===== config.mk =====
export PLATFORM = sky130hd
export DESIGN_NAME = tile_blitter
export DESIGN_NICKNAME = d
export VERILOG_FILES = /design/src/rtl/tile_blitter.sv
export SDC_FILE = /design/constraint.sdc
export NUM_CORES = 1
export LEC_CHECK = 0
export ABC_AREA = 1
export BUFFER_PORTS_ARGS = -buffer_cell sky130_fd_sc_hd__buf_2
export CORE_MARGIN = 2
export CORE_UTILIZATION = 64
export DETAILED_ROUTE_END_ITERATION = 10
export GPL_TIMING_DRIVEN = 0
export HOLD_SLACK_MARGIN = 0.02
export PLACE_DENSITY = 0.86
export SYNTH_ARGS = -nofsm -noshare
export SYNTH_HDL_FRONTEND = slang
export SYNTH_SLANG_ARGS = --single-unit

===== constraint.sdc =====
create_clock -name Clk -period 4.9 [get_ports Clk]
set_clock_uncertainty 0.1 [all_clocks]
set_input_delay 0.245 -clock Clk [delete_from_list [all_inputs] [get_ports Clk]]
set_output_delay 0.245 -clock Clk [all_outputs]
set_load 0.01 [all_outputs]

===== src/rtl/tile_blitter.sv =====
// Tile blitter: copies a TILE_W x TILE_H tile of palette indices from the tile ROM into the frame buffer, clipping at the screen edges.
// Optional macro TILE_TRANSPARENCY_EN suppresses writes of TRANSPARENT_ID pixels.
module tile_blitter #(
   parameter int unsigned TILE_W         = 32,
   parameter int unsigned TILE_H         = 32,
   parameter int unsigned FB_WIDTH       = 640,
   parameter int unsigned FB_HEIGHT      = 480,
   parameter int unsigned ROM_LATENCY    = 2,
   parameter logic [7:0]  TRANSPARENT_ID = 8'h00
) (
   input  logic        Clk,
   input  logic        Reset,
   input  logic        START,
   input  logic [7:0]  TILE_ID,
   input  logic [9:0]  TILE_X,
   input  logic [9:0]  TILE_Y,
   output logic        BUSY,
   output logic        DONE,
   output logic [17:0] ROM_ADDR,
   output logic        ROM_EN,
   input  logic [7:0]  ROM_DOUT,
   output logic        FB_WE,
   output logic [20:0] FB_ADDR,
   output logic [7:0]  FB_DOUT,
   input  logic        FB_READY
);

   localparam int unsigned CW = (TILE_W > 1) ? $clog2(TILE_W) : 1;
   localparam int unsigned RW = (TILE_H > 1) ? $clog2(TILE_H) : 1;
   localparam int          L  = int'(ROM_LATENCY);
`ifdef TILE_TRANSPARENCY_EN
   localparam bit TRANSP_EN = 1'b1;
`else
   localparam bit TRANSP_EN = 1'b0;
`endif

   typedef enum logic [1:0] {IDLE, RUN, DRAIN, FIN} state_t;

   state_t          state_q, state_d;
   logic [CW-1:0]   col_q;
   logic [RW-1:0]   row_q;
   logic [9:0]      x_q, y_q;
   logic [20:0]     row_base_q;
   logic [17:0]     rom_addr_q;
   logic            s0_valid_q, s0_inb_q;
   logic [20:0]     s0_fbaddr_q;
   logic [2:0]      drain_q;
   logic            busy_q, done_q;
   logic            we_pipe   [1:L];
   logic [20:0]     addr_pipe [1:L];

   logic            advance, pipe_en, accept, last_pix, col_wrap;
   logic [CW-1:0]   ncol;
   logic [RW-1:0]   nrow;
   logic [20:0]     nbase, nfb, base0, fb0;
   logic            ninb, inb0;

   assign advance  = FB_READY;
   assign pipe_en  = advance && busy_q;
   assign accept   = (state_q == IDLE) && START;
   assign col_wrap = (col_q == CW'(TILE_W - 1));
   assign last_pix = col_wrap && (row_q == RW'(TILE_H - 1));

   // Next pixel in raster order; row base steps by one stride at each row wrap
   assign ncol  = col_wrap ? '0 : col_q + CW'(1);
   assign nrow  = col_wrap ? row_q + RW'(1) : row_q;
   assign nbase = col_wrap ? row_base_q + 21'(FB_WIDTH) : row_base_q;
   assign nfb   = nbase + 21'(x_q) + 21'(ncol);
   assign ninb  = ((11'(x_q) + 11'(ncol)) < 11'(FB_WIDTH)) &&
                  ((11'(y_q) + 11'(nrow)) < 11'(FB_HEIGHT));

   assign base0 = 21'(TILE_Y) * 21'(FB_WIDTH);
   assign fb0   = base0 + 21'(TILE_X);
   assign inb0  = (11'(TILE_X) < 11'(FB_WIDTH)) && (11'(TILE_Y) < 11'(FB_HEIGHT));

   always_ff @(posedge Clk) begin
      if (Reset) state_q <= IDLE;
      else       state_q <= state_d;
   end

   always_comb begin
      state_d = state_q;
      case (state_q)
         IDLE:    if (START) state_d = RUN;
         RUN:     if (advance && last_pix) state_d = DRAIN;
         DRAIN:   if (advance && (drain_q == 3'(ROM_LATENCY - 1))) state_d = FIN;
         FIN:     state_d = IDLE;
         default: state_d = IDLE;
      endcase
   end

   // Address generation, issue stage and drain counter
   always_ff @(posedge Clk) begin
      if (Reset) begin
         col_q       <= '0;
         row_q       <= '0;
         x_q         <= '0;
         y_q         <= '0;
         row_base_q  <= '0;
         rom_addr_q  <= '0;
         s0_valid_q  <= 1'b0;
         s0_inb_q    <= 1'b0;
         s0_fbaddr_q <= '0;
         drain_q     <= '0;
         busy_q      <= 1'b0;
         done_q      <= 1'b0;
      end else begin
         busy_q <= (state_d != IDLE);
         done_q <= (state_d == FIN);
         if (accept) begin
            x_q         <= TILE_X;
            y_q         <= TILE_Y;
            col_q       <= '0;
            row_q       <= '0;
            row_base_q  <= base0;
            rom_addr_q  <= 18'(TILE_ID) * 18'(TILE_W * TILE_H);
            s0_valid_q  <= 1'b1;
            s0_inb_q    <= inb0;
            s0_fbaddr_q <= fb0;
         end else if ((state_q == RUN) && advance) begin
            if (last_pix) begin
               s0_valid_q <= 1'b0;
               drain_q    <= '0;
            end else begin
               col_q       <= ncol;
               row_q       <= nrow;
               row_base_q  <= nbase;
               rom_addr_q  <= rom_addr_q + 18'd1;
               s0_fbaddr_q <= nfb;
               s0_inb_q    <= ninb;
            end
         end else if ((state_q == DRAIN) && advance) begin
            drain_q <= drain_q + 3'd1;
         end
      end
   end

   // Write-qualifier/address pipeline, aligned with the ROM read latency
   always_ff @(posedge Clk) begin
      if (Reset) begin
         for (int i = 1; i <= L; i++) begin
            we_pipe[i]   <= 1'b0;
            addr_pipe[i] <= '0;
         end
      end else if (pipe_en) begin
         for (int i = L; i > 1; i--) begin
            we_pipe[i]   <= we_pipe[i-1];
            addr_pipe[i] <= addr_pipe[i-1];
         end
         we_pipe[1]   <= s0_valid_q && s0_inb_q;
         addr_pipe[1] <= s0_fbaddr_q;
      end
   end

   assign BUSY     = busy_q;
   assign DONE     = done_q;
   assign ROM_ADDR = rom_addr_q;
   assign ROM_EN   = pipe_en;
   assign FB_WE    = we_pipe[L] && (!TRANSP_EN || (ROM_DOUT != TRANSPARENT_ID));
   assign FB_ADDR  = addr_pipe[L];
   assign FB_DOUT  = FB_WE ? ROM_DOUT : 8'h00;

endmodule


---- Word-level counts from Yosys, hierarchy flattened ----
Memory sizes are Yosys's and may differ from the RTL's.
Cells that the tools add are included.
storage, ports and cells
  bits of input ports ..................... 40
  flip-flop bits (word level) ............. 99
  memories ................................ 2
  word-level logic and storage cells ...... 102
  bits in writable memories ............... 44
cells by class
  bitwise operators ....................... 6
  order comparisons ....................... 4
  $add $sub $neg .......................... 10
  reduce and logical (&&, ||, !) cells .... 20
  $mul .................................... 1
  mux-type cells .......................... 35
  eq/ne operators ......................... 9
memory list
  name       words  width  rd ports  clocked after Yosys merged registers in  write ports  RTL line  RTL
  addr_pipe  2      21     2         0                                        2            50        logic [20:0] addr_pipe [1:L];
  we_pipe    2      1      2         0                                        2            49        logic we_pipe [1:L];
operator list
  kind                      count
  $mux W21                  6
  $mux W20                  3
  $mux W18                  3
  $add A10 B5 Y11           2
  $add A20 B10 Y21          1
  $add A21 B10 Y21          1
  $add A21 B10 Y21 const B  1
  $add A21 B5 Y21           1
  $add A18 B1 Y18 const B   1
  $mul A10 B3 Y13 const B   1
  $mux W1                   13
  $lt A11 B10 Y1 const B    1
  $lt A11 B9 Y1 const B     1
  $add A5 B1 Y5 const B     2
  $eq A5 B5 Y1 const B      2
  $logic_and A1 B1 Y1       10
  $lt A10 B10 Y1 const B    1
  $lt A10 B9 Y1 const B     1
  $mux W5                   2
  $mux W3                   3
  $mux W8                   1
  $pmux W2 S4               1
  $reduce_bool A2 Y1        4
  $eq A2 B2 Y1 const B      3
  other kinds (11)          20

---- Logic depth before layout (Yosys ltp) ----
  depth after elaboration ................. 8
  depth in mapped cells ................... 22
  depth with buffers taken out ............ 20

---- Least setup slack after synthesis ----
OpenSTA, ideal clock, no wires.
  path kind ............................... register -> register
  start point ............................. register col_q[0]
  end point ............................... register s0_fbaddr_q[20]
  required time ........................... 4.674 ns
  library setup time ...................... 0.126 ns
  arrival time ............................ 2.897 ns
  slack ................................... 1.777 ns
  cell stages (with the launch flop) ...... 20
  cell sequence ........................... dfxtp_1 -> ha_1 -> nand2_1 -> nor2_1 -> ha_1 -> buf_4 -> clkbuf_1 -> inv_1 -> o21ai_0 -> nand2_1 -> ha_1 -> nand2_1 -> nor2_1 -> nand3_1 -> nand3_1 -> nand2_1 -> nor3_4 -> nand3_1 -> nand3_2 -> a21oi_2
on the way
  cells in the longest elaborated chain, start to end .. 7
  elaborated cells between the ends (all ways) .. 12
  those cells by class .................... add/sub (3); eq/ne (2); mux (5); reduce/logical (2)
ends and longest elaborated chain
  item                    RTL line  RTL
  from (decl)             40        logic [CW-1:0] col_q;
  from (signal assigned)  125       col_q <= ncol;
  $eq A5 B5 Y1            61        assign col_wrap = (col_q == CW'(TILE_W - 1));
  $mux W21                67        assign nbase = col_wrap ? row_base_q + 21'(FB_WIDTH) : row_base_q;
  $add A21 B10 Y21        68        assign nfb = nbase + 21'(x_q) + 21'(ncol);
  $add A21 B5 Y21         68
  $mux W21                121       if (last_pix) begin
  $mux W21                120       end else if ((state_q == RUN) && advance) begin
  $mux W21                110       if (accept) begin
  to (signal assigned)    129       s0_fbaddr_q <= nfb;
  to (decl)               46        logic [20:0] s0_fbaddr_q;
Several ways; a longest one is shown, not always the timed one. The select of a mux whose other input is x is not followed.
A chain may end at the register's enable or synchronous reset.

---- Worst setup path in the final report ----
  start point ............................. register col_q[0]
  end point ............................... register s0_fbaddr_q[14]
The elaborated chain is that of the path after synthesis.

==> results.py <==
metrics = {
    "run_status": {
        "status": "finished, final reports clean",
    },
    "drt": {
        "vias_per_cell": 5.544,
        "ant_nets": 0,
        "wl_mm": 20.03,
        "drcViolationCount": 0,
        "num_vias": 7412,
        "first_pass_iters": 6,
        "wl_per_cell_um": 14.98,
        "drt_iter0_drc": 663,
    },
    "synth": {
        "synth_flop_cell": "dfxtp_1",
        "ys_top_cells_by_area": "dfxtp_1, edfxtp_1, nand2_1, inv_1, ha_1",
        "yosysSeqAreaShare_pct": 41.13,
        "synth_commonest_cells": "nand2_1, inv_1, nor2_1, dfxtp_1, o21ai_0",
        "syn_nets": 1130,
        "ys_ff_latch": 136,
        "async_flop_share_pct": 0,
        "yosysWarningCount": 0,
        "ys_types": 49,
        "syn_area_um2": 7690,
        "synth.avg_cell_area_um2": 7.345,
        "yosysMostFrequentCell": "nand2_1",
        "syn_inst": 1047,
        "synth_edf_count": 44,
        "yosys.area.top_type_share_pct": 23.95,
        "synth_top_area_cell": "dfxtp_1",
    },
    "setup_path": {
        "crit_slowest_cell": "clkbuf_1",
        "path_class": "reg2reg",
        "cpPeakStageDelay_ps": 390,
        "cp_max_fo": 10,
        "crit_arrival_ps": 3990,
        "crit_chain": "ha_1, nand2_1, nor2_1, ha_1, buf_4, clkbuf_1, inv_1, o21ai_0, nand2_1, ha_1, a21o_1, nor2_1, nand3_1, nand2_1, nor2_1, o21ai_0, a21oi_1, o21bai_1, inv_1",
        "path_buf_inv": 4,
        "crit_required_ps": 5120,
        "cp_top_family": "simple AND/OR/NAND/NOR gates",
        "worst_setup_path_end_kind": "flop",
        "startpoint_type": "flop",
    },
    "clocking": {
        "cts_root_buf": "clkbuf_16",
        "cts.sink_count": 136,
        "clk_path_buf_depth": 2,
        "h-tree-depth": 4,
        "post-cts-setup-buffer-count": 0,
        "clk_pin_slew_ps": 60,
        "clk_latency_ps": 420,
        "cts_tree": "yes",
        "cts_buffers": 17,
    },
    "power": {
        "peakVddDrop_mv": 0.2262,
        "pwr-share-comb_pct": 15.6,
        "clockPowerShare_pct": 41.5,
        "powerDensity_nw_per_um2": 326.5,
        "p_sw_share_pct": 27.32,
        "power.switching_mw": 0.8128,
        "cell_internal_pwr_mw": 2.162,
        "p_seq_share_pct": 43.0,
        "power.leakage_nw": 4.183,
    },
    "floorplan": {
        "fp.dieArea_um2": 12910,
        "fp.coreArea_um2": 11860,
        "die_w_um": 113.6,
        "die_y_um": 113.6,
        "pin_count": 91,
        "rows": 40,
        "initial_utilization_pct": 64.83,
    },
    "timing": {
        "min_period_over_period_pct": 76.99,
        "finalHoldViolations": 0,
        "rsz0062_at_grt": "no",
        "worstMarginPinSlew_ps": 927.0,
        "drv_slew": 0,
        "holdWs_ps": 34.75,
        "relSlewSlack_pct": 37.98,
        "setup_viol_count_final": 0,
        "fmax_mhz": 265.1,
        "finalSetupTns_ps": 0,
        "fin_crit_ps": 3772,
    },
    "layout": {
        "diodes": 0,
        "drive_above_1_share_pct": 13.70,
        "area_growth_pct": 18.47,
        "utilization_pct": 76.80,
        "nets": 1260,
    },
    "job": {
        "drv_cap": 0,
    },
    "grt": {
        "grt_pass1_wl_mm": 32.09,
        "antenna_found_initial": 0,
        "gr-total-overflow": 0,
        "grt_usage_pct": 31.67,
        "grt_max_degree": 45,
        "first_global_vias": 6949,
    },
    "placed_design": {
        "port_buffers": 89,
        "hpwl_mm": 13.92,
        "gp_congestion": 0.9423,
    },
    "min_path": {
        "hold_class": "in2reg",
    },
}
-- layer usage --
layer  vias to the layer above  track usage, %  part of all wire (%)
met5                         -               0                     0
met4                         0           15.04                   3.2
met3                        50           6.536                    10
met2                       345           54.33                    48
met1                      3342           38.18                    39
li1                       3675               -                     -
-- path summary, 6_finish.rpt --
check             startpoint         endpoint  slack [ps]  cells past startpoint
hold / removal     TILE_X[5]           x_q[5]          30                      3
setup reg to reg    col_q[0]  s0_fbaddr_q[14]        1130                     19
setup / recovery    col_q[0]  s0_fbaddr_q[14]        1130                     19
hold reg to reg       x_q[0]           x_q[0]         360                      2
-- power groups by stage --
stage / Clock (mW) / Combinational, mW / Sequential, mW
floorplan: 0 / 0.292 / 1.30
global placement: 0 / 0.422 / 1.30
detailed placement: 0 / 0.432 / 1.30
CTS: 1.24 / 0.451 / 1.28
global route: 1.28 / 0.516 / 1.29
finish: 1.23 / 0.463 / 1.28
-- registers in the layout (all words and copies together), names as in the netlist --
register	cells
drain_q	3
s0_inb_q	1
addr_pipe	42
we_pipe	2
row_base_q	14
row_q	5
state_q	2
x_q	10
y_q	10
ROM_ADDR	18
DONE	1
s0_valid_q	1
BUSY	1
col_q	5
s0_fbaddr_q	21
-- repair_timing --
action,CTS,global route
endpoints found under the hold margin,22,0
resized for setup,0,0
hold buffers,22,0
-- kinds of logic (layout without fill, tap and decap cells) --
logic type      Yosys count  after routing  share of synthesized area (%)
compound gates          180            180                          13.44
fa+ha+maj                43             43                          7.289
flops                   136            136                          41.13
buf+inv                 195            338                          9.762
simple gates            481            481                          27.01
xor+xnor                 12             12                          1.367
-- cell type report --
class | instances | area, µm²
Buffer | 34 | 146.4
Clock buffer | 23 | 467.9
Clock inverter | 9 | 100.1
Fill cell | 856 | 2751
Inverter | 161 | 604.3
Multi-Input combinational cell | 716 | 3779
Sequential cell | 136 | 3163
Tap cell | 147 | 183.9
Timing Repair Buffer | 111 | 665.6
-- metrics by stage --
stage | instances | setup WS (ps) | cell area (µm²) | power [mW]
2_1_floorplan | 1047 | 1777 | 7690 | 1.591
3_5_place_dp | 1283 | 1276 | 8322 | 1.730
5_1_grt | 1337 | 702.8 | 9110 | 3.085
3_3_place_gp | 1283 | 1309 | 8319 | 1.718
4_1_cts | 1337 | 1184 | 9110 | 2.967
6_report | 1337 | 1128 | 9110 | 2.975
-- worst reg2reg max path, stage by stage, from the launching register on --
cell and delay [ps]:
dfxtp_1 370, ha_1 180, nand2_1 70, nor2_1 140
ha_1 170, buf_4 170, clkbuf_1 390, inv_1 190
o21ai_0 210, nand2_1 100, ha_1 340, a21o_1 200
nor2_1 160, nand3_1 180, nand2_1 210, nor2_1 100
o21ai_0 150, a21oi_1 60, o21bai_1 130, inv_1 50
-- cells in the final DEF, fill, tap and decap left out, types with 8 or more instances in the layout --
master / instances
nand4_1: 16
edfxtp_1: 44
inv_1: 154
clkbuf_1: 27
ha_1: 40
xor2_1: 8
a31oi_1: 24
nand2_2: 9
nand3_1: 54
o22ai_1: 8
clkbuf_16: 17
buf_2: 95
nand2_1: 243
dfxtp_1: 92
dlygate4sd3_1: 22
a21oi_1: 56
o21ai_0: 64
nor2_1: 126
Note: power is estimated with default switching activity, not from simulation.
